**config.mk**
```make
export PLATFORM = sky130hd
export DESIGN_NAME = uart_tx
export DESIGN_NICKNAME = d
export VERILOG_FILES = /design/src/rtl/uart_tx.sv
export SDC_FILE = /design/constraint.sdc
export NUM_CORES = 1
export LEC_CHECK = 0
export CAP_MARGIN = 30
export CORE_MARGIN = 2
export CORE_UTILIZATION = 30
export CTS_CLUSTER_SIZE = 16
export DETAILED_ROUTE_END_ITERATION = 10
export SETUP_SLACK_MARGIN = 0.05
export SYNTH_ARGS = -nofsm -noshare
export SYNTH_HDL_FRONTEND = slang
export SYNTH_SLANG_ARGS = --single-unit
```
**constraint.sdc**
```tcl
create_clock -name iClk -period 1.7 [get_ports iClk]
set_clock_uncertainty 0.05 [all_clocks]
set_input_delay 0.17 -clock iClk [delete_from_list [all_inputs] [get_ports iClk]]
set_output_delay 0.17 -clock iClk [all_outputs]
set_load 0.005 [all_outputs]
```
**src/rtl/uart_tx.sv**
```systemverilog
// UART transmitter: one word per valid/ready handshake, sent as start, data (LSB first), optional parity and stop bits.
// oTx goes low one clock after acceptance; oReady is high only while idle, so iValid/iData are ignored mid-frame.
module uart_tx #(
  parameter int DATA_BITS = 8,
  parameter int PARITY    = 0,
  parameter int STOP_BITS = 1
) (
  input  logic                 iClk,
  input  logic                 iRstn,
  input  logic                 iTick16x,
  input  logic [DATA_BITS-1:0] iData,
  input  logic                 iValid,
  output logic                 oReady,
  output logic                 oTx,
  output logic                 oBusy,
  output logic                 oDone
);

  if (DATA_BITS < 5 || DATA_BITS > 8 || PARITY < 0 || PARITY > 2 ||
      STOP_BITS < 1 || STOP_BITS > 2) begin : gBadParams
    $error("uart_tx: unsupported DATA_BITS/PARITY/STOP_BITS combination");
  end

  typedef enum logic [2:0] {
    IDLE,
    START,
    DATA,
    PAR,
    STOP
  } stateT;

  localparam logic [2:0] LAST_DATA = 3'(DATA_BITS - 1);
  localparam logic [2:0] LAST_STOP = 3'(STOP_BITS - 1);
  localparam logic       ODD_PAR   = (PARITY == 1);

  stateT                state;
  logic [3:0]           tickCnt;
  logic [2:0]           bitCnt;
  logic [DATA_BITS-1:0] shiftReg;
  logic                 parityBit;
  logic                 bitEnd;

  assign bitEnd = iTick16x && (tickCnt == 4'd15);
  assign oBusy  = ~oReady;

  always_ff @(posedge iClk or negedge iRstn) begin
    if (!iRstn) begin
      state     <= IDLE;
      oTx       <= 1'b1;
      oReady    <= 1'b1;
      oDone     <= 1'b0;
      tickCnt   <= 4'd0;
      bitCnt    <= 3'd0;
      shiftReg  <= '0;
      parityBit <= 1'b0;
    end else begin
      oDone <= 1'b0;
      // The 4-bit counter wraps to 0 on the tick that ends a bit.
      if (state != IDLE && iTick16x) tickCnt <= tickCnt + 4'd1;

      case (state)
        IDLE: begin
          if (iValid) begin
            shiftReg  <= iData;
            parityBit <= (^iData) ^ ODD_PAR;
            tickCnt   <= 4'd0;
            bitCnt    <= 3'd0;
            oTx       <= 1'b0;
            oReady    <= 1'b0;
            state     <= START;
          end
        end
        START: begin
          if (bitEnd) begin
            oTx   <= shiftReg[0];
            state <= DATA;
          end
        end
        DATA: begin
          if (bitEnd) begin
            shiftReg <= shiftReg >> 1;
            if (bitCnt == LAST_DATA) begin
              bitCnt <= 3'd0;
              if (PARITY != 0) begin
                oTx   <= parityBit;
                state <= PAR;
              end else begin
                oTx   <= 1'b1;
                state <= STOP;
              end
            end else begin
              bitCnt <= bitCnt + 3'd1;
              oTx    <= shiftReg[1];
            end
          end
        end
        PAR: begin
          if (bitEnd) begin
            oTx   <= 1'b1;
            state <= STOP;
          end
        end
        STOP: begin
          if (bitEnd) begin
            if (bitCnt == LAST_STOP) begin
              bitCnt <= 3'd0;
              oDone  <= 1'b1;
              oReady <= 1'b1;
              state  <= IDLE;
            end else begin
              bitCnt <= bitCnt + 3'd1;
            end
          end
        end
        default: begin
          oTx    <= 1'b1;
          oReady <= 1'b1;
          state  <= IDLE;
        end
      endcase
    end
  end

endmodule

```
==> results.md, run 1 <==
* Max cap viols at 0
* Multiplexer share of the synthesized area at 8.60%
* Placeable Area at 0.00374 mm²
* CP required at 1.80 ns
* Post-route design area at ~0.0016 mm²
* Final Cycle Share at 93.4%
* First-pass GRT wire length at approximately 4.3 mm
* Drt pass-1 iters at 4
* Share of layout cells above drive strength 1 at 23.7%
* Slew @ Worst Pin at 0.270 ns
* Synth Net Count at 138
* Compound-gate portion of the synthesized area at 19.0%
* Final setup viols at 0
* # rows at 22
* Dominant cells by area after synthesis: dfrtp_1 40%, mux2i_1 6.7%, nand2_1 5.0%, o21ai_1 4.6%, dfstp_2 4.4%
* R2R Setup Slk at 0.11 ns
* R2R depth at 5
* CTS H-tree lvls at 1
* Asr flop ratio synth at 100%
* Die H at around 67 µm
* FILL cells at approximately 370
* Crit. End Element: register
* Final WS setup at 0.112 ns
* Outcome: completed
* Starting Density at 31.9%
* Simple-Gate Fraction of Synth Area at 18.3%
* TritonCTS buffer count at 3
* Final Wtd Congestion at between 0.8 and 0.9
* Largest net degree at the start of global routing at 22
* Synth Flop Type: dfrtp_1
* Post-synth top cells: 19 x dfrtp_1, 16 x nand2_1, 11 x o21ai_1
* Latest clock arrival within the worst-skew pair at 0.26 ns
* Post-DP HPWL at 1.92 mm
* Placed cell area at 0.00147 mm²
* Adder-cell share of the synthesized area at between 4 and 5%
* Netlist cell types at 37
* Leak Pwr at 0.676 nW
* Nets@finish at 169
* DRT antenna net count at 0
* Syn Area/Cell at slightly below 10 µm²
* Max Slew Vio Count at 0
* Number of port buffers at 15
* DR WL met2 at about 1.3 mm
* Post-detailed-route via-to-cell ratio at 4.87
* Synthesis Warnings at 0
* Synth top area share at about two fifths
* Place WS at 0.00259 ns
* Mapped Cells at roughly 120
* # diodes at 0
* Reg2Reg Capture Point: bitCnt[1]$_DFFE_PN0P_
* Die ar. at 0.00450 mm²
* Residual DRC at 0
* DR vias at 973
* Post-synth top area cell: dfrtp_1
* DRT iter0 DRCs at 66
* Grt total ovfl at 0
* Metal-1 WL at 1.10 mm
* CTS tree: done
* Die X at 67.1 µm
* P&R area growth vs syn at 33.2%
* Top routing layer used: met4
* RSZ-0062 raised after global routing: false
* Post-Synth XOR/XNOR Area at 0.734%
* Sequential element share of the synthesized area at roughly 44%
* HP Class: in2async
* Final hold slack at approximately 0.2 ns
* Max frequency at 630 MHz
* Final Critical Period at roughly 1.6 ns
* Util after Layout at 42.5%
* CTS clk-pin slew, worst paths at 0.08 ns
* Metal3 WL at between 100 and 150 µm
* Reg-to-Reg Start: tickCnt[0]$_DFF_PN0_
* Peak supply drop at 563 µV
* Vias in the first global route at 962
* Initial antenna violation count at 0
* I/O pin cnt at 16
* Post-synth EDFFs at 0
* Sink Count at 21
* Worst Setup Path Type: reg2reg
* Final hold vios at 0
* Root Driver: clkbuf_8
* Hold-fix buffer count after cts at 0
* Area of the mapped netlist at around 0.0012 mm²
* Critical path peak fanout at 4
* Startpoint Class: register
* WL final at 2.52 mm
* Total GRT Usage at 12.8%
* Worst slew margin at 82.0%
* Largest family of logic cells by synthesized area: compound AO/OA/AOI/OAI gates
* Clock buffer depth at 2
* Arrival time at the worst endpoint at approximately 1.7 ns
* Final TNS setup at 0 ns
* PD cells at 1020 mW/mm²
* Drt wl/cell at 12.6 µm
* Top-count cell post-synth: dfrtp_1
* Flops & latches, synth at 21
critical path: stages, from the launching register on:
cell and delay, ns:
dfrtp_1 0.41, ha_1 0.22, and4_2 0.25, nand2_1 0.10, o211ai_2 0.11, mux2_1 0.32
layer usage:
| layer | vias up | global-route usage, % |
|---|---|---|
| li1 | 493 | - |
| met1 | 449 | 14.3 |
| met2 | 27 | 23.6 |
| met3 | 4 | 3.55 |
| met4 | 0 | 3.06 |
| met5 | - | 0 |
how the worst max path moves through the flow:
stage,start,end,cells after the start
floorplan,tickCnt[0]$_DFF_PN0_,bitCnt[0]$_DFFE_PN0P_,6
global placement,iTick16x,bitCnt[0]$_DFFE_PN0P_,5
detailed placement,iTick16x,bitCnt[1]$_DFFE_PN0P_,5
CTS,bitCnt[0]$_DFFE_PN0P_,oTx$_DFFE_PN1P_,6
global route,tickCnt[1]$_DFF_PN0_,oTx$_DFFE_PN1P_,7
finish,tickCnt[0]$_DFF_PN0_,bitCnt[1]$_DFFE_PN0P_,5
cell families after synthesis:
logic type,Yosys count
AO/OA/AOI/OAI,31
adder cells (fa/ha/maj),4
flip-flops,21
multiplexers,10
XOR/XNOR,1
buffers and inverters,12
AND/OR/NAND/NOR,43
power by group:
group / switching (mW) / internal (mW)
clock network: 0.169 / 0.165
registers: 0.126 / 0.659
logic: 0.246 / 0.263
total: 0.541 / 1.09
flip-flops by register name (all words and copies together), names as in the netlist:
name      flops
oTx           1
bitCnt        3
shiftReg      8
tickCnt       4
state         3
oReady        1
oDone         1
metrics by stage:
stage	std cells	power, mW
3_3_place_gp	193	1.22
4_1_cts	198	1.61
6_report	200	1.63
5_1_grt	200	1.75
2_1_floorplan	122	1.07
3_5_place_dp	193	1.26
area by class of cell:
type                       instances  area [µm²]  share of cell area, %
clock buffer                       3        41.3                   2.60
inverter                           6        22.5                   1.42
tap                               48        60.1                   3.78
timing repair buffer              32         290                   18.3
multi-input combinational         89         639                   40.2
clock inverter                     1        7.51                  0.472
sequential                        21         529                   33.3
repair_timing:
item                       in CTS  in global routing
resized for setup               0                  8
buffers inserted                1                  2
pin swaps                       1                  2
setup endpoints to repair       8                  9
layout by cell type (no fill, tap or decap), types with 2 or more instances in the layout:
master / count
a21oi_1: 4
a22oi_2: 2
buf_4: 16
clkbuf_8: 3
clkdlybuf4s50_1: 15
dfrtp_1: 18
dfstp_2: 2
ha_1: 3
inv_1: 6
mux2_1: 2
mux2i_1: 8
nand2_1: 16
nand2b_1: 3
nand4_1: 2
nor2_1: 8
nor2b_1: 2
nor3_1: 3
o21ai_0: 3
o21ai_1: 11
o31ai_1: 2
(Power assumes the default switching activity.)
==> run 2: changes to the inputs <==
--- a/config.mk
+++ b/config.mk
@@ -7,9 +7,10 @@
 export LEC_CHECK = 0
 export CAP_MARGIN = 30
 export CORE_MARGIN = 2
-export CORE_UTILIZATION = 30
+export CORE_UTILIZATION = 48
 export CTS_CLUSTER_SIZE = 16
 export DETAILED_ROUTE_END_ITERATION = 10
+export PLACE_DENSITY = 0.74
 export SETUP_SLACK_MARGIN = 0.05
 export SYNTH_ARGS = -nofsm -noshare
 export SYNTH_HDL_FRONTEND = slang
==> results.md, run 2 (same netlist as run 1, synthesis figures left out) <==
* Outcome: completed
* WL final at 2.51 mm (-0.56%)
* CP cell instances: clkdlybuf4s50_1
* Clock buffer depth at 2 (unchanged)
* Starting Density at 49.5% (+18 points)
* Critical path peak fanout at 4 (unchanged)
* Startpoint Class: register
* Total placed cells including tap cells at 174 (-9.8%)
* Worst slew margin at 82.0% (about the same)
* Vias in the first global route at 958 (-0.42%)
* FILL cells at 209 (-44%)
* Place WS at -0.0358 ns (-0.0384 ns)
* HP Class: in2async
* Final hold vios at 0 (unchanged)
* Max reg flops at 8 (unchanged)
* Critical path buffer and inverter count at 1 (+1)
* Reg-to-Reg Start: tickCnt[1]$_DFF_PN0_
* Placeable Area at 0.00241 mm² (-36%)
* Commonest non-fill, non-tap cell in the layout: dfrtp_1
* TritonCTS buffer count at 3 (unchanged)
* DR vias at 1,001 (+2.9%)
* I/O pin cnt at 16 (unchanged)
* Max Slew Vio Count at 0 (unchanged)
* Met1 usage at 25.6% (+11 points)
* Commonest cells after routing, fill and taps aside: 19 x dfrtp_1, 16 x nand2_1, 15 x clkdlybuf4s50_1
* Hold-fix buffer count after cts at 0 (unchanged)
* RSZ-0062 raised after global routing: false
* Total GRT Usage at 20.8% (+7.9 points)
* CTS clk-pin slew, worst paths at 0.12 ns (+0.04 ns)
* Grt peak-use layer: met2
* Top flop regs: shiftReg (8), tickCnt (4)
* Post-DP HPWL at 1.88 mm (-1.8%)
* Met2 GRT Util at 35.4% (+12 points)
* Final Wtd Congestion at 0.875 (+7.9%)
* CTS H-tree lvls at 1 (unchanged)
* Worst setup path start: oReady$_DFFE_PN1P_
* Critical path's slowest cell: dfstp_2
* Grt total ovfl at 0 (unchanged)
* Final WS setup at 0.101 ns (-0.0108 ns)
* Number of port buffers at 15 (unchanged)
* CP required at 1.48 ns (-0.32 ns)
* Switching share of power at 34.4% (+1.2 points)
* Logic pwr share at 32.5% (+1.2 points)
* Nets@finish at 166 (-1.8%)
* Die X at 53.9 µm (-20%)
* Critical Path Max Stage Delay at 0.58 ns (+0.17 ns)
* Post-detailed-route via-to-cell ratio at 5.59 (+15%)
* Final Cycle Share at 94.1% (+0.64 points)
* First-pass GRT wire length at 4.29 mm (unchanged)
* # rows at 18 (-18%)
* Worst Setup Path Type: reg2out
* Reg power frac at 51.5% (+3.3 points)
* Latest clock arrival within the worst-skew pair at 0.30 ns (+0.04 ns)
* Crit. End Element: output pin
* Die H at 53.9 µm (-20%)
* # diodes at 0 (unchanged)
* Peak supply drop at 768 µV (+36%)
* Leak Pwr at 0.656 nW (-3.0%)
* Final setup viols at 0 (unchanged)
* Arrival time at the worst endpoint at 1.38 ns (-0.31 ns)
* Max cap viols at 0 (unchanged)
* PD cells at 1010 mW/mm² (-1.3%)
* Die ar. at 0.00290 mm² (-36%)
* Root Driver: clkbuf_4
* Power Total at 1.52 mW (-6.6%)
* Largest Register: shiftReg
* Final Critical Period at 1.60 ns (+0.0108 ns)
* Slew @ Worst Pin at 0.269 ns (-0.00104 ns)
* Int Pwr at 998 µW (-8.2%)
* Max frequency at 625 MHz (-0.68%)
* Sink Count at 21 (unchanged)
* Drt pass-1 iters at 4 (unchanged)
* Met3 Resource Use GR at 2.78% (-0.77 points)
* Residual DRC at 0 (unchanged)
* Initial antenna violation count at 0 (unchanged)
* Share of layout cells above drive strength 1 at 19.5% (-4.2 points)
* DRT antenna net count at 0 (unchanged)
* Util after Layout at 62.5% (+20 points)
* Final Non-Filler Cells at 179 (-11%)
* Drt wl/cell at 14.0 µm (+11%)
* Largest net degree at the start of global routing at 22 (unchanged)
* CTS tree: done
* Critical path's top delay family: flip-flops
* DRT iter0 DRCs at 22 (-67%)
* P&R area growth vs syn at 26.1%
* Switching power at 523 µW (-3.2%)
* Clock Power Share at 16.0% (-4.5 points)
[run 2: per-layer routing]
metal,wire length [µm],vias up
met4,15,0
met3,118,2
met1,1060,483
met2,1310,33
met5,0,-
li1,-,483
[run 2: timing repair]
item / CTS / global route
pin swaps: 1 / 0
setup endpoints to repair: 8 / 12
gates resized for setup: 0 / 5
cloned: 0 / 0
buffers inserted: 1 / 0
[run 2: worst paths after layout]
check	endpoint	slack, ns	cells after the start
setup / recovery	oReady	0.10	1
setup reg to reg	bitCnt[0]$_DFFE_PN0P_	0.14	5
min in group iClk	shiftReg[7]$_DFFE_PN0P_	0.37	3
hold reg to reg	shiftReg[5]$_DFFE_PN0P_	0.46	2
max in group asynchronous	oTx$_DFFE_PN1P_	1.19	2
hold / removal	state[2]$_DFFE_PN0P_	0.14	2
[run 2: layout make-up]
class	count	area, µm²	area share [%]
tap	30	37.5	2.49
inverter	6	22.5	1.50
clock buffer	4	26.3	1.75
multi-input combinational	89	623	41.4
sequential	21	528	35.1
timing repair buffer	29	268	17.8
[run 2: power by group through the flow]
stage / Sequential (mW) / Combinational, mW / Clock, mW
2_1_floorplan: 0.754 / 0.312 / 0
3_3_place_gp: 0.774 / 0.448 / 0
3_5_place_dp: 0.785 / 0.476 / 0
4_1_cts: 0.776 / 0.492 / 0.254
5_1_grt: 0.808 / 0.564 / 0.277
6_report: 0.783 / 0.495 / 0.243
[run 2: through the flow]
step | area [µm²] | TNS (ns) | hold slack, ns
after floorplan | 1190 | 0 | -0.176
after global placement | 1440 | 0 | 0.420
after detailed placement | 1440 | -0.179 | 0.437
after CTS | 1490 | 0 | 0.146
after global routing | 1510 | 0 | 0.163
final | 1510 | 0 | 0.142
==> run 3: changes to the inputs <==
--- a/config.mk
+++ b/config.mk
@@ -7,10 +7,11 @@
 export LEC_CHECK = 0
 export CAP_MARGIN = 30
 export CORE_MARGIN = 2
-export CORE_UTILIZATION = 48
+export CORE_UTILIZATION = 51
+export CTS_BUF_LIST = sky130_fd_sc_hd__clkbuf_8
 export CTS_CLUSTER_SIZE = 16
 export DETAILED_ROUTE_END_ITERATION = 10
-export PLACE_DENSITY = 0.74
+export PLACE_DENSITY = 0.78
 export SETUP_SLACK_MARGIN = 0.05
 export SYNTH_ARGS = -nofsm -noshare
 export SYNTH_HDL_FRONTEND = slang
==> results.md, run 3 (same netlist as run 1, synthesis figures left out) <==
* Outcome: completed
* Number of port buffers at 15 (unchanged)
* Final Non-Filler Cells at 178 (-0.56%)
* Post-route design area at 0.00155 mm² (+3.1%)
* Sink Count at 21 (unchanged)
* CTS H-tree lvls at 1 (unchanged)
* Peak supply drop at 716 µV (-6.7%)
* Residual DRC at 0 (unchanged)
* DRT iter0 DRCs at 18 (-18%)
* Arrival time at the worst endpoint at 1.71 ns (+0.33 ns)
* FILL cells at 170 (-19%)
* Final setup viols at 0 (unchanged)
* DR vias at 992 (-0.90%)
* CTS clk-pin slew, worst paths at 0.08 ns (-0.04 ns)
* TritonCTS buffer count at 3 (unchanged)
* Nets@finish at 167 (+0.60%)
* Post-detailed-route via-to-cell ratio at 5.57 (-0.34%)
* Drt pass-1 iters at 4 (unchanged)
* Worst Setup Path Type: reg2reg
* Top flop regs: shiftReg (8), tickCnt (4)
* Metal3 WL at 78 µm (-34%)
* Die X at 52.4 µm (-2.8%)
* Final hold vios at 0 (unchanged)
* Root Driver: clkbuf_8
* Leak Pwr at 0.659 nW (+0.47%)
* Vias in the first global route at 1,008 (+5.2%)
* Drt wl/cell at 15.1 µm (+8.1%)
* Final WS setup at 0.0865 ns (-0.0145 ns)
* Area of the multi-input gates at 656 µm² (+5.2%)
* Commonest cells after routing, fill and taps aside: 18 x dfrtp_1, 16 x nand2_1, 15 x clkdlybuf4s50_1, 15 x buf_4, 11 x o21ai_1
* R2R Setup Slk at 0.09 ns (-0.05 ns)
* Total GRT Usage at 22.3% (+1.6 points)
* DR WL met2 at 1.44 mm (+9.8%)
* Slew @ Worst Pin at 0.293 ns (+0.0243 ns)
* WL final at 2.69 mm (+7.5%)
* Largest Register: shiftReg
* CTS tree: done
* Crit. End Element: register
* Critical path peak fanout at 4 (unchanged)
* Util after Layout at 70.1% (+7.7 points)
* Total placed cells including tap cells at 173 (-0.57%)
* Max Slew Vio Count at 0 (unchanged)
* Initial antenna violation count at 0 (unchanged)
* CP required at 1.80 ns (+0.32 ns)
* Worst slew margin at 80.4% (-1.6 points)
* Final hold slack at 0.100 ns (-0.0420 ns)
* Latest clock arrival within the worst-skew pair at 0.26 ns (-0.04 ns)
* Final TNS setup at 0 ns (unchanged)
* Reg-to-Reg Start: bitCnt[0]$_DFFE_PN0P_
* RSZ-0062 raised after global routing: true
* DRT antenna net count at 0 (unchanged)
* Final Cycle Share at 94.9% (+0.85 points)
* First-pass GRT wire length at 4.49 mm (+4.7%)
* Post-DP HPWL at 1.97 mm (+4.8%)
* Largest net degree at the start of global routing at 16 (-27%)
* Final Wtd Congestion at 0.834 (-4.7%)
* Placeable Area at 0.00221 mm² (-8.2%)
* PD cells at 1040 mW/mm² (+3.1%)
* I/O pin cnt at 16 (unchanged)
* FF/Latch Area at 529 µm² (+0.24%)
* Clock buffer depth at 2 (unchanged)
* Commonest non-fill, non-tap cell in the layout: dfrtp_1
* Share of layout cells above drive strength 1 at 26.0% (+6.5 points)
* Max cap viols at 0 (unchanged)
* Grt total ovfl at 0 (unchanged)
* Max reg flops at 8 (unchanged)
* Starting Density at 54.0% (+4.4 points)
* Metal-1 WL at 1.15 mm (+8.1%)
* Top routing layer used: met4
* # diodes at 0 (unchanged)
* Die ar. at 0.00274 mm² (-5.4%)
* Die H at 52.4 µm (-2.8%)
* Worst setup path start: bitCnt[0]$_DFFE_PN0P_
* Power Total at 1.62 mW (+6.2%)
* P&R area growth vs syn at 30.0%
* HP Class: in2async
* Final Critical Period at 1.61 ns (+0.0145 ns)
* # rows at 17 (-1)
* Startpoint Class: register
* Max frequency at 620 MHz (-0.90%)
* Place WS at 0.0182 ns (+0.0540 ns)
* Placed cell area at 0.00145 mm² (+0.35%)
[run 3: cell types whose count changed in the layout (fill, tap and decap cells not counted), sizes merged]
cell / before / now
clkinv: 0 / 1
buf: 14 / 15
clkbuf: 4 / 3
[run 3: routing by layer]
layer / vias to the layer above / track usage [%]
met3: 4 / 2.86
met5: - / 0
met1: 473 / 26.0
met2: 26 / 40.6
met4: 0 / 9.40
li1: 489 / -
[run 3: what timing repair did]
action | in CTS | in global routing
pin swaps | 0 | 4
hold buffers | 0 | 0
endpoints found under the setup margin | 4 | 12
buffers inserted | 0 | 1
gates resized for setup | 2 | 12
[run 3: final timing paths]
kind / cells after the start / to
setup reg to reg: 6 / bitCnt[1]$_DFFE_PN0P_
hold reg to reg: 2 / shiftReg[6]$_DFFE_PN0P_
min in group iClk: 3 / shiftReg[7]$_DFFE_PN0P_
hold / removal: 1 / state[2]$_DFFE_PN0P_
max in group asynchronous: 2 / bitCnt[2]$_DFFE_PN0P_
setup / recovery: 6 / bitCnt[1]$_DFFE_PN0P_
[run 3: cell type report]
| class | count | area share (%) |
|---|---|---|
| clock inverters | 1 | 0.323 |
| multi-input cells | 89 | 42.3 |
| well taps | 28 | 2.26 |
| clock buffers | 3 | 2.66 |
| repair buffers | 30 | 16.9 |
| flip-flops and latches | 21 | 34.1 |
| inverters | 6 | 1.45 |
[run 3: report_power, final]
| part | internal, mW | switching, mW |
|---|---|---|
| clock | 0.163 | 0.163 |
| sequential | 0.659 | 0.145 |
| combinational | 0.241 | 0.245 |
[run 3: worst max-delay path, stage by stage (launching register included)]
cell and delay [ns]:
dfrtp_1 0.42, ha_2 0.23, ha_4 0.15, inv_2 0.04, a22oi_2 0.28, nor3b_2 0.08
mux2_4 0.26
